[src/rtl/fetch_redirect_ctrl_pkg.sv]
// Shared definitions for the fetch redirect controller: default addresses,
// FSM state encoding, redirect source priority encoding and PC step helper.
package fetch_redirect_ctrl_pkg;

  localparam logic [31:0] RESET_PC_DEF = 32'hBFC0_0000;
  localparam logic [31:0] EXC_VEC_DEF  = 32'hBFC0_0380;

  typedef enum logic {
    ST_RUN   = 1'b0,
    ST_REDIR = 1'b1
  } fetch_state_t;

  // Numeric order is the arbitration priority: larger value wins.
  typedef enum logic [1:0] {
    SRC_NONE = 2'd0,
    SRC_BR   = 2'd1,
    SRC_ERET = 2'd2,
    SRC_EX   = 2'd3
  } redir_src_t;

  // Sequential fetch step; wraps modulo 2^32, low bits pass through.
  function automatic logic [31:0] seq_pc(input logic [31:0] addr);
    return addr + 32'd4;
  endfunction

endpackage

[src/rtl/fetch_pc_fifo.sv]
// In-order FIFO of issued fetch addresses. Occupancy doubles as the count of
// accepted-but-unanswered requests; the head is the PC of the next response.
module fetch_pc_fifo
  import fetch_redirect_ctrl_pkg::*;
#(
  parameter int DEPTH = 2
) (
  input  logic        clk,
  input  logic        rst_n,
  input  logic        push,
  input  logic [31:0] push_addr,
  input  logic        pop,
  output logic [31:0] head_addr,
  output logic [1:0]  count
);

  localparam logic [1:0] LAST = 2'(DEPTH - 1);

  logic [31:0] slot [4];
  logic [1:0]  wr_ptr;
  logic [1:0]  rd_ptr;

  function automatic logic [1:0] ptr_inc(input logic [1:0] p);
    return (p == LAST) ? 2'd0 : p + 2'd1;
  endfunction

  // Pointer and occupancy bookkeeping.
  always_ff @(posedge clk or negedge rst_n) begin
    if (!rst_n) begin
      wr_ptr <= 2'd0;
      rd_ptr <= 2'd0;
      count  <= 2'd0;
    end else begin
      if (push) wr_ptr <= ptr_inc(wr_ptr);
      if (pop)  rd_ptr <= ptr_inc(rd_ptr);
      case ({push, pop})
        2'b10:   count <= count + 2'd1;
        2'b01:   count <= count - 2'd1;
        default: count <= count;
      endcase
    end
  end

  // Address storage carries no reset; only the pointers qualify it.
  always_ff @(posedge clk) begin
    if (push) slot[wr_ptr] <= push_addr;
  end

  assign head_addr = slot[rd_ptr];

endmodule

[src/rtl/fetch_redirect_ctrl.sv]
// Fetch PC owner: issues sequential fetch addresses, arbitrates redirects,
// holds a redirect until the SRAM accepts it and drops stale responses.
module fetch_redirect_ctrl
  import fetch_redirect_ctrl_pkg::*;
#(
  parameter logic [31:0] RESET_PC  = RESET_PC_DEF,
  parameter logic [31:0] EXC_VEC   = EXC_VEC_DEF,
  parameter int          MAX_OUTST = 2
) (
  input  logic        clk,
  input  logic        rst_n,
  input  logic        mem_ex,
  input  logic        mem_eret,
  input  logic [31:0] epc,
  input  logic        id_br_taken,
  input  logic [31:0] id_br_target,
  input  logic        id_stall,
  input  logic        if_stall,
  output logic        req_valid,
  output logic [31:0] req_addr,
  input  logic        req_ready,
  input  logic        rsp_valid_in,
  output logic        rsp_valid_out,
  output logic [31:0] rsp_pc,
  output logic        flush_pipe,
  output logic        pc_flush
);

  localparam logic [1:0] MAX_CNT = 2'(MAX_OUTST);

  fetch_state_t state, state_next;
  redir_src_t   redir_src, pend_src;
  logic [31:0]  redir_target, pc, pend_addr;
  logic [1:0]   outst, outst_next, discard;
  logic         started, room, redir_acc, hs, pop, own_issue;

  fetch_pc_fifo #(.DEPTH(MAX_OUTST)) u_pc_fifo (
    .clk       (clk),
    .rst_n     (rst_n),
    .push      (hs),
    .push_addr (req_addr),
    .pop       (pop),
    .head_addr (rsp_pc),
    .count     (outst)
  );

  // Fixed-priority redirect arbitration: exception > eret > unstalled branch.
  always_comb begin
    redir_src    = SRC_NONE;
    redir_target = pc;
    if (mem_ex) begin
      redir_src    = SRC_EX;
      redir_target = EXC_VEC;
    end else if (mem_eret) begin
      redir_src    = SRC_ERET;
      redir_target = epc;
    end else if (id_br_taken && !id_stall) begin
      redir_src    = SRC_BR;
      redir_target = id_br_target;
    end
  end

  // A held redirect only yields to an equal or higher priority source.
  assign redir_acc = (redir_src != SRC_NONE) &&
                     ((state == ST_RUN) || (redir_src >= pend_src));
  assign room      = started && (outst < MAX_CNT);
  assign hs        = req_valid && req_ready;
  assign pop       = rsp_valid_in && (outst != 2'd0);
  assign own_issue = (state == ST_RUN) && redir_acc && hs;

  // Outstanding count after this cycle's handshake and response.
  always_comb begin
    outst_next = outst;
    case ({hs, pop})
      2'b10:   outst_next = outst + 2'd1;
      2'b01:   outst_next = outst - 2'd1;
      default: outst_next = outst;
    endcase
  end

  // State register.
  always_ff @(posedge clk or negedge rst_n) begin
    if (!rst_n) state <= ST_RUN;
    else        state <= state_next;
  end

  // Next state: park in REDIR until the redirect target is accepted.
  always_comb begin
    state_next = state;
    case (state)
      ST_RUN:   if (redir_acc && !hs) state_next = ST_REDIR;
      ST_REDIR: if (redir_acc)        state_next = ST_REDIR;
                else if (hs)          state_next = ST_RUN;
      default:  state_next = ST_RUN;
    endcase
  end

  // Outputs: a redirect in RUN is offered directly, ignoring if_stall.
  always_comb begin
    req_valid = 1'b0;
    req_addr  = pc;
    case (state)
      ST_RUN: begin
        if (redir_acc) begin
          req_valid = room;
          req_addr  = redir_target;
        end else begin
          req_valid = room && !if_stall;
        end
      end
      ST_REDIR: begin
        req_valid = room;
        req_addr  = pend_addr;
      end
      default: ;
    endcase
    rsp_valid_out = rsp_valid_in && (discard == 2'd0);
    flush_pipe    = mem_ex || mem_eret;
    pc_flush      = redir_acc;
  end

  // Control state: PC, pending source, stale-response counter.
  always_ff @(posedge clk or negedge rst_n) begin
    if (!rst_n) begin
      pc       <= RESET_PC;
      pend_src <= SRC_NONE;
      discard  <= 2'd0;
      started  <= 1'b0;
    end else begin
      started <= 1'b1;
      if (redir_acc) begin
        // Everything accepted before the redirect is stale.
        discard <= own_issue ? outst_next - 2'd1 : outst_next;
        if (own_issue) pc <= seq_pc(redir_target);
        else           pend_src <= redir_src;
      end else begin
        if (rsp_valid_in && (discard != 2'd0)) discard <= discard - 2'd1;
        if (hs) pc <= seq_pc(req_addr);
      end
    end
  end

  // Pending redirect target; qualified by state, so no reset needed.
  always_ff @(posedge clk) begin
    if (redir_acc && !own_issue) pend_addr <= redir_target;
  end

  // A response with nothing outstanding is an SRAM protocol error.
  always_ff @(posedge clk) begin
    if (rst_n) assert (!(rsp_valid_in && (outst == 2'd0)));
  end

endmodule

[config.mk]
export PLATFORM = sky130hd
export DESIGN_NAME = fetch_redirect_ctrl
export DESIGN_NICKNAME = d
export VERILOG_FILES = /design/src/rtl/fetch_redirect_ctrl_pkg.sv /design/src/rtl/fetch_pc_fifo.sv /design/src/rtl/fetch_redirect_ctrl.sv
export SDC_FILE = /design/constraint.sdc
export NUM_CORES = 1
export LEC_CHECK = 0
export ABC_CLOCK_PERIOD_IN_PS = 5100
export BUFFER_PORTS_ARGS = -buffer_cell sky130_fd_sc_hd__buf_2
export CAP_MARGIN = 30
export CORE_ASPECT_RATIO = 1.1
export CORE_MARGIN = 4
export CORE_UTILIZATION = 50
export DETAILED_ROUTE_END_ITERATION = 12
export PLACE_DENSITY = 0.71
export SLEW_MARGIN = 10
export SYNTH_ARGS = -nofsm -noshare
export SYNTH_HDL_FRONTEND = slang
export SYNTH_SLANG_ARGS = --single-unit
[constraint.sdc]
create_clock -name clk -period 5.1 [get_ports clk]
set_clock_uncertainty 0.05 [all_clocks]
set_input_delay 0.255 -clock clk [delete_from_list [all_inputs] [get_ports clk]]
set_output_delay 0.255 -clock clk [all_outputs]
set_load 0.05 [all_outputs]
==> results.yml <==
sta:
  whs_ns: 0.0456
  setup_violations: 0
  fmax_ghz: 0.239
  finalMaxSlewViolations: 0
  slew_headroom_pct: 32.4
  tns_ns: 0
  fin_crit_ns: 4.19
  finalHoldViolCount: 0
  tightestPinTransition_ns: 1.00
  rsz0062_at_grt: "false"
  finalCritPeriodShare_pct: 82.2
pwr:
  power.leakage_nw: 4.60
  powerDensity_nw_per_um2: 638
  ir_drop_uv: 274
  p_total_mw: 7.72
setup_path:
  crit_type: "reg -> out"
  worst-path-buf-inv: 2
  r2r-start: "state$_DFF_PN0_"
  crit_required_ns: 4.80
  cp_max_fo: 66
  cp-end-kind: "primary output"
  cp.arrival_ns: 3.89
  startpoint: "state$_DFF_PN0_"
  crit_family: "compound AO/OA/AOI/OAI gates"
  max_stage_delay_ns: 0.83
  start_kind: "flip-flop"
  path_cells: "nor2b_1 > o21ai_1 > nand2_2 > buf_4 > nor2_1 > o31ai_1 > buf_2"
  cp_slowest_cell: "o31ai_1"
logic_synthesis:
  synth_top_area_share_pct: 46.6
  ys_seq_area_share_pct: 57.4
  netlist_area_sq_um: 10300
  ys_ff_latch: 204
  ys_warn_count: 0
  yosysMostFrequentCell: "edfxtp_1"
  synthArstFlopShare_pct: 21.6
  avgSynthCellArea_sq_um: 11.9
  synthesis.instances: 863
  synth_common_cells: "160 x edfxtp_1, 106 x nand2_1, 76 x nor2_1"
  synth-edff-count: 160
  synth_nets: 941
  yosys.area.top_type: "edfxtp_1"
  ys_top_cells_by_area: "edfxtp_1 47%, dfrtp_1 8.5%, mux4_2 7.0%, nand2_1 3.9%, nor2_1 2.8%"
  synth.distinct_cells: 70
  synth_ff_type: "edfxtp_1"
clock_network:
  clk_latency_ns: 0.51
  numCtsBuffers: 22
  cts_tree: "done"
  clockRootBuffer: "clkbuf_16"
  cts_num_sinks: 204
  htreeDepth: 1
  cts_buffer_depth: 3
  clkTransAtPathRegs_ns: 0.06
global_route:
  grt_max_degree: 67
  antenna_found_initial: 0
  grt_usage_pct: 22.7
  grt_pass1_vias: 7317
  busiest_layer: "met2"
  use_met3_pct: 3.07
  globalRouteOverflowTotal: 0
  grt_pass1_wl_um: 41400
  met2_usage_pct: 37.4
  use_met1_pct: 31.8
floorplan:
  ios: 141
  die_w_um: 145
  initial_core_util_pct: 51.4
  row_count: 54
  die_height_um: 159
  dieArea_sq_um: 23000
  core_area_sq_um: 20100
cells_and_area:
  n_antenna_cell: 0
  final_area_sq_um: 12100
  fillCellCount: 1614
  layout.cells.non_filler: 1260
  final_nets: 1070
  drive_gt1_share_pct: 27.1
  syn_to_final_growth_pct: 17.4
detailed_routing:
  wl_um: 26200
  drc: 0
  ant_nets: 0
  vias: 7516
  dr.pass1.iters: 5
  wl_per_cell_um: 20.8
  vias_per_cell: 5.97
  drt_iter0_drc: 578
flow_run:
  maxCapViolCount: 0
placed_design:
  dp_cells: 1216
  dp_hpwl_um: 17900
  port-buffer-count: 140
  post_dp_cell_area_sq_um: 11200
  place.gp.congestion: 0.915
hold_path:
  holdCritStartpoint: "epc[24]"
  hold_class: "in -> reg"
run_status:
  status: "complete, no violations"
## metal layers
metal  share of wire (%)  up-vias
met5                   0        -
met4                 2.7        0
met3                 6.4       51
met2                  47      313
met1                  43     3650
li1                    -     3502
## layout make-up
type                            instances  area [sq um]  area share (%)
Tap cell                              252           315            2.60
Inverter                               29           109           0.899
Multi-Input combinational cell        571          4020            33.2
Clock buffer                           23           576            4.75
Timing Repair Buffer                  164           901            7.44
Sequential cell                       204          5920            48.9
Clock inverter                         17           265            2.19
## timing repair
action                    4_1_cts  5_1_grt
gates resized for setup         0        0
hold buffers                    1        0
setup buffers                   0        0
hold endpoints to repair       35        0
## cells in the final DEF, fill, tap and decap left out, types with 7 or more instances in the layout
| master | instances |
|---|---|
| edfxtp_1 | 160 |
| buf_2 | 143 |
| nand2_1 | 106 |
| nor2_1 | 74 |
| o21ai_0 | 48 |
| dfrtp_1 | 33 |
| mux4_2 | 32 |
| inv_1 | 27 |
| nor3_1 | 27 |
| a31oi_1 | 23 |
| clkbuf_16 | 23 |
| a21oi_1 | 21 |
| mux2i_1 | 18 |
| buf_4 | 18 |
| xnor2_1 | 17 |
| o31ai_1 | 14 |
| a21boi_0 | 14 |
| nand2b_1 | 10 |
| o21a_1 | 9 |
| and2_1 | 9 |
| or3_1 | 9 |
| nand4_1 | 9 |
| dfstp_2 | 9 |
| nand3_1 | 8 |
| xor2_1 | 8 |
| bufinv_16 | 7 |
## final timing paths
path                            slack [ns]  cells after the start                      end
worst min register to register        0.45                      2       pc[22]$_DFFE_PN1P_
worst max register to register        1.07                      9       pc[28]$_DFFE_PN1P_
max in group asynchronous             4.22                      3          state$_DFF_PN0_
worst min-delay path                  0.05                      3  pend_addr[24]$_DFFE_PP_
min in group asynchronous             0.31                      3        pc[5]$_DFFE_PN0P_
worst max-delay path                  0.91                      7              req_addr[9]
## state kept, by name (all words and copies together), names as in the netlist
name              flops
u_pc_fifo.slot      128
u_pc_fifo.rd_ptr      2
u_pc_fifo.count       2
u_pc_fifo.wr_ptr      2
started               1
pend_src              2
pend_addr            32
pc                   32
discard               2
state                 1
## worst register-to-register path, delay by kind of cell, from the launching register on
family	cells	cell delay [ns]
multiplexers	1	0.41
AO/OA/AOI/OAI	2	0.36
AND/OR/NAND/NOR	5	1.77
flip-flops	1	0.78
buffers and inverters	1	0.60
## power breakdown
part           leakage [nW]  switching, mW  internal (mW)
clock                 0.397          0.659           1.17
combinational          2.21           2.33          0.951
sequential             1.99          0.247           2.36
## kinds of logic (layout without fill, tap and decap cells)
logic type,Yosys count,count (layout),share of synthesized area [%]
AND/OR/NAND/NOR,306,306,14.9
flip-flops,204,204,57.4
AO/OA/AOI/OAI,177,177,11.3
buffers and inverters,88,233,4.05
multiplexers,57,57,9.53
XOR/XNOR,25,25,2.12
adder cells (fa/ha/maj),5,5,0.607
other,1,1,0.0364
## through the flow
step,setup WS (ns),utilization [%]
2_1_floorplan,0.241,-
4_1_cts,0.938,60.3
6_report,0.909,60.3
3_5_place_dp,0.916,56.0
5_1_grt,0.613,60.3
3_3_place_gp,1.06,55.9
No activity file was read; power rests on OpenSTA's default activity.
